File: config.mk
export PLATFORM = sky130hd
export DESIGN_NAME = vend_sequencer
export DESIGN_NICKNAME = d
export VERILOG_FILES = /design/src/rtl/vend_pkg.sv /design/src/rtl/vend_ack_timer.sv /design/src/rtl/vend_sequencer.sv
export SDC_FILE = /design/constraint.sdc
export NUM_CORES = 1
export LEC_CHECK = 0
export CORE_UTILIZATION = 59
export CTS_CLUSTER_SIZE = 20
export DETAILED_ROUTE_END_ITERATION = 16
export PLACE_DENSITY_LB_ADDON = 0.12
export SLEW_MARGIN = 20
export SYNTH_ARGS = -nofsm -noshare
export SYNTH_HDL_FRONTEND = slang
export SYNTH_SLANG_ARGS = --single-unit
File: constraint.sdc
create_clock -name clk -period 9.32 [get_ports clk]
set_clock_uncertainty 0.2 [all_clocks]
set_input_delay 2.796 -clock clk [delete_from_list [all_inputs] [get_ports clk]]
set_output_delay 2.796 -clock clk [all_outputs]
set_load 0.02 [all_outputs]
File: src/rtl/vend_pkg.sv
// Shared types and constants for the vending sequencer: FSM states, coin codes
// and the credit unit.
package vend_pkg;

    typedef enum logic [1:0] {
        IDLE     = 2'd0,
        CREDIT   = 2'd1,
        DISPENSE = 2'd2,
        CHANGE   = 2'd3
    } state_t;

    localparam logic [1:0] COIN_NONE = 2'b00;
    localparam logic [1:0] COIN_5    = 2'b01;
    localparam logic [1:0] COIN_10   = 2'b10;
    localparam logic [1:0] COIN_BAD  = 2'b11;

    localparam int UNIT = 5;

    // Credit value of a coin code; invalid and empty codes are worth nothing.
    function automatic int unsigned coin_units(input logic [1:0] code);
        case (code)
            COIN_5:  coin_units = 5;
            COIN_10: coin_units = 10;
            default: coin_units = 0;
        endcase
    endfunction

endpackage

File: src/rtl/vend_ack_timer.sv
// Dispense acknowledge watchdog: armed by start, stopped by ack, and flags
// expired during the TIMEOUT-th cycle after start without an ack.
module vend_ack_timer #(
    parameter int TIMEOUT = 8
) (
    input  logic clk,
    input  logic rst,
    input  logic start,
    input  logic ack,
    output logic expired
);
    localparam int TW = $clog2(TIMEOUT + 1);

    logic          run;
    logic [TW-1:0] cnt;

    // expired stays combinational so the FSM can leave DISPENSE on the same edge.
    assign expired = run && (cnt == TW'(TIMEOUT - 1));

    always_ff @(posedge clk) begin
        if (rst) begin
            run <= 1'b0;
            cnt <= '0;
        end else if (start) begin
            run <= 1'b1;
            cnt <= '0;
        end else if (run) begin
            if (ack || expired) begin
                run <= 1'b0;
                cnt <= '0;
            end else begin
                cnt <= cnt + 1'b1;
            end
        end
    end

endmodule

File: src/rtl/vend_sequencer.sv
// Vending sequencer: accumulates coins, runs the dispense handshake with a
// timeout, and (with CHANGE_EN defined) pays out leftover credit in 5-unit pulses.
module vend_sequencer
    import vend_pkg::*;
#(
    parameter int PRICE       = 15,
    parameter int MAX_CREDIT  = 30,
    parameter int ACK_TIMEOUT = 8,
    parameter int CW          = 6
) (
    input  logic          clk,
    input  logic          rst,
    input  logic [1:0]    coin,
    input  logic          sel,
    input  logic          cancel,
    input  logic          disp_ack,
    output logic          disp_req,
    output logic          chg_pulse,
    output logic          coin_rej,
    output logic [CW-1:0] credit,
    output logic          busy,
    output logic          disp_err
);
`ifdef CHANGE_EN
    localparam state_t LEFTOVER = CHANGE;
`else
    localparam state_t LEFTOVER = CREDIT;
`endif

    state_t        state, state_n;
    logic [CW-1:0] credit_n, coin_val;
    logic [CW:0]   sum;
    logic          disp_req_n, coin_rej_n, disp_err_n, busy_n;
    logic          coin_fits, sel_ok, expired;

    assign coin_val  = CW'(coin_units(coin));
    assign sum       = {1'b0, credit} + {1'b0, coin_val};
    assign coin_fits = ((coin == COIN_5) || (coin == COIN_10)) && (sum <= (CW+1)'(MAX_CREDIT));
    // sel is judged on the pre-coin credit, so a same-cycle coin cannot enable it.
    assign sel_ok    = (state == CREDIT) && sel && (credit >= CW'(PRICE));

    vend_ack_timer #(.TIMEOUT(ACK_TIMEOUT)) u_timer (
        .clk     (clk),
        .rst     (rst),
        .start   (sel_ok),
        .ack     (disp_ack),
        .expired (expired)
    );

`ifdef CHANGE_EN
    logic chg_pulse_n;
`else
    logic unused_cancel;
    assign unused_cancel = cancel;
`endif

    always_comb begin
        state_n    = state;
        credit_n   = credit;
        disp_req_n = 1'b0;
        disp_err_n = 1'b0;
`ifdef CHANGE_EN
        chg_pulse_n = 1'b0;
`endif
        coin_rej_n = (coin != COIN_NONE) &&
                     !(((state == IDLE) || (state == CREDIT)) && coin_fits);
        case (state)
            IDLE, CREDIT: begin
                if (coin_fits) credit_n = sum[CW-1:0];
                if (sel_ok) begin
                    state_n    = DISPENSE;
                    disp_req_n = 1'b1;
                end
`ifdef CHANGE_EN
                else if ((state == CREDIT) && cancel) state_n = CHANGE;
`endif
                else state_n = (credit_n != '0) ? CREDIT : IDLE;
            end
            DISPENSE: begin
                if (disp_ack) begin
                    credit_n = credit - CW'(PRICE);
                    state_n  = (credit_n != '0) ? LEFTOVER : IDLE;
                end else if (expired) begin
                    disp_err_n = 1'b1;
                    state_n    = LEFTOVER;
                end else begin
                    disp_req_n = 1'b1;
                end
            end
`ifdef CHANGE_EN
            CHANGE: begin
                if (credit != '0) begin
                    credit_n    = credit - CW'(UNIT);
                    chg_pulse_n = 1'b1;
                end
                if (credit_n == '0) state_n = IDLE;
            end
`endif
            default: state_n = IDLE;
        endcase
        busy_n = (state_n == DISPENSE) || (state_n == CHANGE);
    end

    always_ff @(posedge clk) begin
        if (rst) begin
            state    <= IDLE;
            credit   <= '0;
            disp_req <= 1'b0;
            coin_rej <= 1'b0;
            busy     <= 1'b0;
            disp_err <= 1'b0;
        end else begin
            state    <= state_n;
            credit   <= credit_n;
            disp_req <= disp_req_n;
            coin_rej <= coin_rej_n;
            busy     <= busy_n;
            disp_err <= disp_err_n;
        end
    end

`ifdef CHANGE_EN
    always_ff @(posedge clk) begin
        if (rst) chg_pulse <= 1'b0;
        else     chg_pulse <= chg_pulse_n;
    end
`else
    assign chg_pulse = 1'b0;
`endif

endmodule

# Word-level counts from Yosys, hierarchy flattened
# Cells that the tools add are included.
[totals]
ff_bits = 17
out_inout_bits = 11
word_cells = 62
[classes]
add_sub_neg = 3
magnitude_cmp = 2
n_eq_ne = 8
n_mux = 20
n_bitwise = 1
reduce_logical = 20
[op_table]
columns = ["operator", "count"]
rows = [
  ["$mux 6", 3],
  ["$pmux 6 s2", 1],
  ["$reduce_bool 6->1", 2],
  ["$mux 1", 9],
  ["$eq 2x2->1 const B", 4],
  ["$pmux 4 s2", 1],
  ["$add 6x6->7", 1],
  ["$le 7x5->1 const B", 1],
  ["$ge 6x4->1 const B", 1],
  ["$logic_and 1x1->1", 6],
  ["$mux 2", 3],
  ["$sub 6x4->6 const B", 1],
  ["$add 4x1->4 const B", 1],
  ["$eq 2x1->1 const B", 2],
  ["$eq 4x3->1 const B", 1],
  ["$logic_or 1x1->1", 4],
  ["$mux 4", 1],
  ["$pmux 2 s2", 1],
  ["$reduce_bool 2->1", 2],
  ["$reduce_or 2->1", 2],
  ["$reduce_or 3->1", 1],
  ["$logic_not 2->1", 1],
  ["$ne 2x2->1 const B", 1],
  ["$pmux 1 s2", 1],
  ["other kinds (3)", 3],
]

# Depth between registers and ports, before layout
# Gate-level depths: netlist of run 1.
[depth]
ltp_word = 13
mapped_depth = 12
depth_no_buf = 12

# By module
# A second synthesis of run 1 with hierarchy kept.
[hier_totals]
cells_unflattened = 179
hier_area_um2 = 1426.4
[by_module_without_submodules]
columns = ["module", "instances", "cells_per_inst", "area_each_um2", "seq_area_each_um2"]
rows = [
  ["vend_sequencer", 1, 152, 1178.6, 220.2],
  ["vend_ack_timer", 1, 27, 247.7, 100.1],
]

# Least setup slack after synthesis of run 1
# OpenSTA, ideal clock, no wires.
[synth_timing]
kind = "input port to flip-flop"
startpoint = "in coin[0]"
endpoint = "reg credit[3]"
setup_time_ns = 0.121
arrival_time_ns = 5.225
setup_slack_ns = 3.774
path_stages = 12
path_buffers = 1
cell_sequence = "inv_1 > ha_1 > clkbuf_2 > xor2_2 > ha_1 > a211o_1 > o211a_2 > a211oi_1 > xnor2_1 > a311oi_4 > a22oi_2 > mux2_4"
[synth_between]
elab_chain_cells = 8
[synth_lines]
columns = ["element", "line", "source"]
rows = [
  ["start: declaration", "vend_sequencer.sv:13", "input logic [1:0] coin,"],
  ["$eq 2x2->1 / $eq 2x1->1 (equally long branches)", "vend_pkg.sv:21, vend_sequencer.sv:38", ""],
  ["$pmux 4 s2", "vend_pkg.sv:21", "case (code)"],
  ["$add 6x6->7", "vend_sequencer.sv:37", "assign sum = {1'b0, credit} + {1'b0, coin_val};"],
  ["$le 7x5->1", "vend_sequencer.sv:38", "assign coin_fits = ((coin == COIN_5) || (coin == COIN_10)) && (sum <= (CW+1)'(MAX_CREDIT));"],
  ["$logic_and 1x1->1", "vend_sequencer.sv:38", ""],
  ["$mux 6 (*)", "vend_sequencer.sv:69", "if (coin_fits) credit_n = sum[CW-1:0];"],
  ["$mux 6 (*)", "vend_sequencer.sv:67", "case (state)"],
  ["$pmux 6 s2 (*)", "vend_sequencer.sv:67", ""],
  ["end signal: assignment", "vend_sequencer.sv:114", "credit <= credit_n;"],
  ["end: declaration", "vend_sequencer.sv:20", "output logic [CW-1:0] credit,"],
]
# Mark *: on every way between the ends. The rest lies on a longest branch, timed or not. The select of a mux whose other input is x is not followed.
# A chain may end at the register's enable or synchronous reset.

# Worst setup path after layout of run 1
# Same ends and word-level chain as after synthesis.

==> results of run 1 <==
==> metrics by stage <==
step	instance area, µm²	total power (W)	util (%)	setup slack [ns]
floorplan	1436	0.0001235	-	3.774
global placement	1526	0.0001330	67.70	3.021
detailed placement	1526	0.0001344	67.70	2.957
CTS	1549	0.0001695	68.70	3.256
global route	1549	0.0001793	68.70	3.052
finish	1549	0.0001695	68.70	3.233
==> sequential cells by signal, indices dropped and copies added, names as in the netlist <==
signal	flops
credit	6
u_timer.cnt	4
busy	1
coin_rej	1
disp_err	1
disp_req	1
state	1
u_timer.run	1
==> cells by family after synthesis <==
family	count (synthesis)	synth area share (%)
and+or+nand+nor	60	24.74
buffers and inverters	22	8.972
adders and majority gates	8	6.969
other	1	0.2611
DFF	16	22.30
AOI/OAI and AO/OA	51	28.31
muxes	4	3.136
xor gates and xnor gates	7	5.314
==> synthesized netlist by cell type, drive strengths merged, types with 3 or more instances <==
| library cell | n | share of area, % |
|---|---|---|
| a211o | 3 | 1.9 |
| a211oi | 6 | 3.5 |
| a21oi | 14 | 4.9 |
| a31oi | 5 | 2.2 |
| and3 | 4 | 2.1 |
| buf | 10 | 5.7 |
| clkbuf | 3 | 0.96 |
| dfxtp | 16 | 22 |
| ha | 8 | 7.0 |
| inv | 9 | 2.4 |
| mux2i | 3 | 2.1 |
| nand2 | 6 | 1.6 |
| nand2b | 4 | 1.7 |
| nand3 | 9 | 3.5 |
| nand3b | 3 | 1.6 |
| nand4b | 3 | 1.8 |
| nor2 | 11 | 2.9 |
| nor2b | 3 | 1.3 |
| nor4 | 4 | 1.7 |
| o21ai | 6 | 2.1 |
| or2 | 3 | 1.3 |
| xnor2 | 3 | 1.8 |
| xor2 | 4 | 3.5 |
==> final cells by class <==
cell class                 instances  area (µm²)  area share, %
clock buffer                       3       22.52          1.454
sequential                        16       320.3          20.68
timing repair buffer              15       150.1          9.693
multi-input combinational        131       987.2          63.73
inverter                           9       33.78          2.181
tap                               28       35.03          2.262
==> worst paths after layout <==
| path | to | slack, ns | cells past startpoint |
|---|---|---|---|
| worst max-delay path | credit[3] | 3.23 | 12 |
| worst min-delay path | u_timer.cnt[1] | 0.30 | 2 |
| worst max register to register | credit[3] | 6.05 | 9 |
| worst min register to register | u_timer.cnt[1] | 0.30 | 2 |
==> metal layers <==
metal  GRT usage [%]  routed length, µm  vias up
li1                -                  -      638
met2           41.89               1437       57
met4           5.856                 16        0
met1           38.49               1514      594
met5               0                  0        -
met3           5.357                197        4
==> report_power, final <==
part	total (W)	switching, W	internal [W]
registers	0.0000816	0.0000100	0.0000715
clock network	0.0000357	0.0000207	0.0000150
logic	0.0000522	0.0000282	0.0000240
==> worst max-delay path, stage by stage <==
cell and delay (ns):
clkdlybuf4s50_1 0.51, inv_1 0.09, ha_1 0.34, xor2_2 0.21
ha_1 0.28, a211o_1 0.28, o211a_2 0.16, a211oi_1 0.28
xnor2_1 0.34, a311oi_4 0.23, a22oi_2 0.25, mux2_4 0.31
==> results_dict.tcl, run 1 <==
set metrics [dict create \
    io_pins 18 \
    period_share_pct 65.31 \
    syn_nets 184 \
    initial_core_util_pct 63.71 \
    path_class "input port to flop" \
    finalCriticalPeriod_ns 6.087 \
    clock-sinks 16 \
    core_um2 2255 \
    floorplan.die_area_um2 2636 \
    maxSlewHeadroom_pct 55.30 \
    area_growth_pct 7.840 \
    startpoint "coin[0]" \
    clk_path_buf_depth 2 \
    cts_hold_buf 0 \
    cts_tree "built" \
    num_vias 1293 \
    synth_cells 169 \
    row_count 17 \
    dp_cells 199 \
    endpoint_kind "flop" \
    rsz0062_at_grt "false" \
    crit_arrival_ns 6.07 \
    fin_hold_ws_ns 0.3006 \
    layoutNonFillerInstCount 202 \
    post_cts_resized 0 \
    timing.setup.tns_ns 0 \
    vdd_ir_drop_max_uv 79.62 \
    syn_area_um2 1436 \
    layout_commonest_cell "dfxtp_1" \
    wirelength_mm 3.165 \
    overflow 0 \
    fp.dieW_um 51.34 \
    first_pass_iters 5 \
    worst-slew-pin-transition_ns 0.6696 \
    final.fill_count 196 \
    postRouteAntennaNets 0 \
    ys_seq_area_share_pct 22.30 \
    cp_max_fo 10 \
    async_flop_share_pct 0 \
    grt_pass1_wl_mm 5.409 \
    drive_above_1_share_pct 12.64 \
    grt_pass1_vias 1174 \
    cts_root_buf "clkbuf_4" \
    wl_per_cell_um 15.67 \
    crit_required_ns 9.30 \
    hold_start "u_timer.cnt[1]" \
    finalHoldViolCount 0 \
    avgViaCountPerCell 6.401 \
    track_usage_pct 27.05 \
    remaining_drc_errors 0 \
    synth_seq_cells 16 \
    max_clock_freq_mhz 164.3 \
    insertion_delay_ns 0.29 \
    power.density_nw_per_um2 109.5 \
    mostFrequentLayoutCells "dfxtp_1, clkdlybuf4s50_1, a21oi_1" \
    antenna_found_initial 0 \
    synth_edf_count 0 \
    hp-class "flop to flop" \
    clkTransAtPathRegs_ns 0.09 \
    grt_max_degree 19 \
    cts_setup_buffers 0 \
    drv_slew 0 \
    port_buffers 15 \
    setup_viol 0 \
    gp_congestion 0.8547 \
    hpwlAfterDp_mm 2.330 \
    finalNetCount 191 \
    cp-start-kind "input port" \
    status "finished, final reports clean" \
    drtIter0Drc 54 \
    numCtsBuffers 3 \
    antennaDiodeCount 0 \
    ys.flop_type "dfxtp_1" \
    drv_cap 0 \
    avgSynthCellArea_um2 8.499 \
    p_leak_nw 0.5875 \
    htreeDepth 1 \
    synth.distinct_cells 59 \
    die_height_um 51.34 \
    yosysWarnings 0 \
    worstReg2RegStart "credit[1]" \
]
(Power assumes the default switching activity.)
==> inputs of run 2 (changes only) <==
Settings changed: CORE_UTILIZATION 59 to 55.
Clock period 9.32 ns to 5.98 ns, I/O delays scaled along.
==> results_dict.tcl, run 2 (synthesis gave the netlist of run 1 again) <==
set metrics [dict create \
    worst-slew-pin-transition_ns 0.6542 \
    grt_max_degree 19 \
    post_cts_resized 0 \
    layout_commonest_cell "dfxtp_1" \
    core_um2 2477 \
    crit_arrival_ns 5.11 \
    io_pins 18 \
    avgViaCountPerCell 6.385 \
    worstReg2RegStart "credit[1]" \
    finalNetCount 191 \
    wl_met2_mm 1.363 \
    wirelength_mm 3.080 \
    status "finished, final reports clean" \
    drive_above_1_share_pct 13.14 \
    regMostFlops "credit" \
    initial_core_util_pct 57.98 \
    die_height_um 53.11 \
    grt_pass1_vias 1123 \
    gp_congestion 0.8824 \
    maxSlewHeadroom_pct 56.33 \
    track_usage_pct 24.28 \
    rsz0062_at_grt "false" \
    wl_met1_mm 1.522 \
    layoutNonFillerInstCount 205 \
    num_vias 1309 \
    row_count 18 \
    vdd_ir_drop_max_uv 158.1 \
    overflow 0 \
    grt_pass1_wl_mm 5.099 \
    clkTransAtPathRegs_ns 0.09 \
    max_clock_freq_mhz 194.8 \
    finalCriticalPeriod_ns 5.133 \
    switching_share_pct 33.42 \
    antenna_found_initial 0 \
    top_layer "met4" \
    drv_cap 0 \
    timing.setup.tns_ns 0 \
    cts_root_buf "clkbuf_4" \
    area_growth_pct 8.972 \
    rr_endpoint "credit[3]" \
    fin_hold_ws_ns 0.2896 \
    cts_setup_buffers 0 \
    power_w 0.0002795 \
    postRouteAntennaNets 0 \
    endpoint_kind "flop" \
    antennaDiodeCount 0 \
    finalHoldViolCount 0 \
    wl_met3_um 163 \
    clockPowerShare_pct 25.5 \
    wl_per_cell_um 15.02 \
    power_frac_comb_pct 29.2 \
    path_class "input port to flop" \
    p_switching_w 0.00009340 \
    p_leak_nw 0.5947 \
    crit_required_ns 5.96 \
    remaining_drc_errors 0 \
    clock-sinks 16 \
    pwr-share-seq_pct 45.3 \
    floorplan.die_area_um2 2820 \
    power.density_nw_per_um2 178.5 \
    cp_max_fo 10 \
    clk_path_buf_depth 2 \
    setup_viol 0 \
    numCtsBuffers 3 \
    largest_reg_flops 6 \
    min_path_cells 2 \
    insertion_delay_ns 0.28 \
    hold_start "u_timer.cnt[1]" \
    r2r_slack_ns 2.69 \
    utilization_pct 63.18 \
    hpwlAfterDp_mm 2.224 \
    rr_worst_depth 9 \
    first_pass_iters 5 \
    mostFrequentLayoutCells "dfxtp_1, clkdlybuf4s50_1, a21oi_1" \
    cts_tree "built" \
    cp-start-kind "input port" \
    dp_cells 201 \
    hp-class "flop to flop" \
    period_share_pct 85.83 \
    cts_hold_buf 0 \
    startpoint "coin[0]" \
    whs_endpoint "u_timer.cnt[1]" \
    drv_slew 0 \
    drtIter0Drc 33 \
    power.internal_w 0.0001861 \
    htreeDepth 1 \
    reg_top3 "credit x6, u_timer.cnt x4" \
    port_buffers 15 \
    fp.dieW_um 53.11 \
]
[run 2: layout make-up]
type	count	area [µm²]
well taps	30	37.54
multi-input cells	131	987.2
flip-flops and latches	16	320.3
clock buffers	4	36.28
repair buffers	15	150.1
fillers	225	912.1
inverters	9	33.78
[run 2: power groups by stage]
stage | combinational (W) | sequential (W) | clock (W)
detailed placement | 0.0000805 | 0.000129 | 0
global route | 0.0000890 | 0.000128 | 0.0000788
finish | 0.0000816 | 0.000127 | 0.0000712
floorplan | 0.0000697 | 0.000123 | 0
global placement | 0.0000789 | 0.000129 | 0
CTS | 0.0000809 | 0.000126 | 0.0000741
[run 2: per-layer routing]
layer	up-vias	GRT usage (%)
met2	46	34.81
li1	640	-
met3	4	5.172
met1	619	35.45
met4	0	7.456
met5	-	0
[run 2: how the worst max path moves through the flow]
stage / endpoint
3_5_place_dp: credit[3]
5_1_grt: credit[3]
6_report: credit[3]
4_1_cts: credit[3]
2_1_floorplan: credit[3]
3_3_place_gp: credit[3]
[run 2: stage by stage]
stage,worst slack (ns),area (µm²)
floorplan,1.436,1436
global placement,0.6826,1529
detailed placement,0.5548,1529
CTS,0.8689,1565
global route,0.6671,1565
finish,0.8475,1565
[run 2: worst max-delay path, cell delays in order]
cell	delay [ns]
clkdlybuf4s50_1	0.51
inv_1	0.09
ha_1	0.35
xor2_2	0.21
ha_1	0.28
a211o_1	0.28
o211a_2	0.16
a211oi_1	0.27
xnor2_1	0.33
a311oi_4	0.25
a22oi_2	0.26
mux2_4	0.31
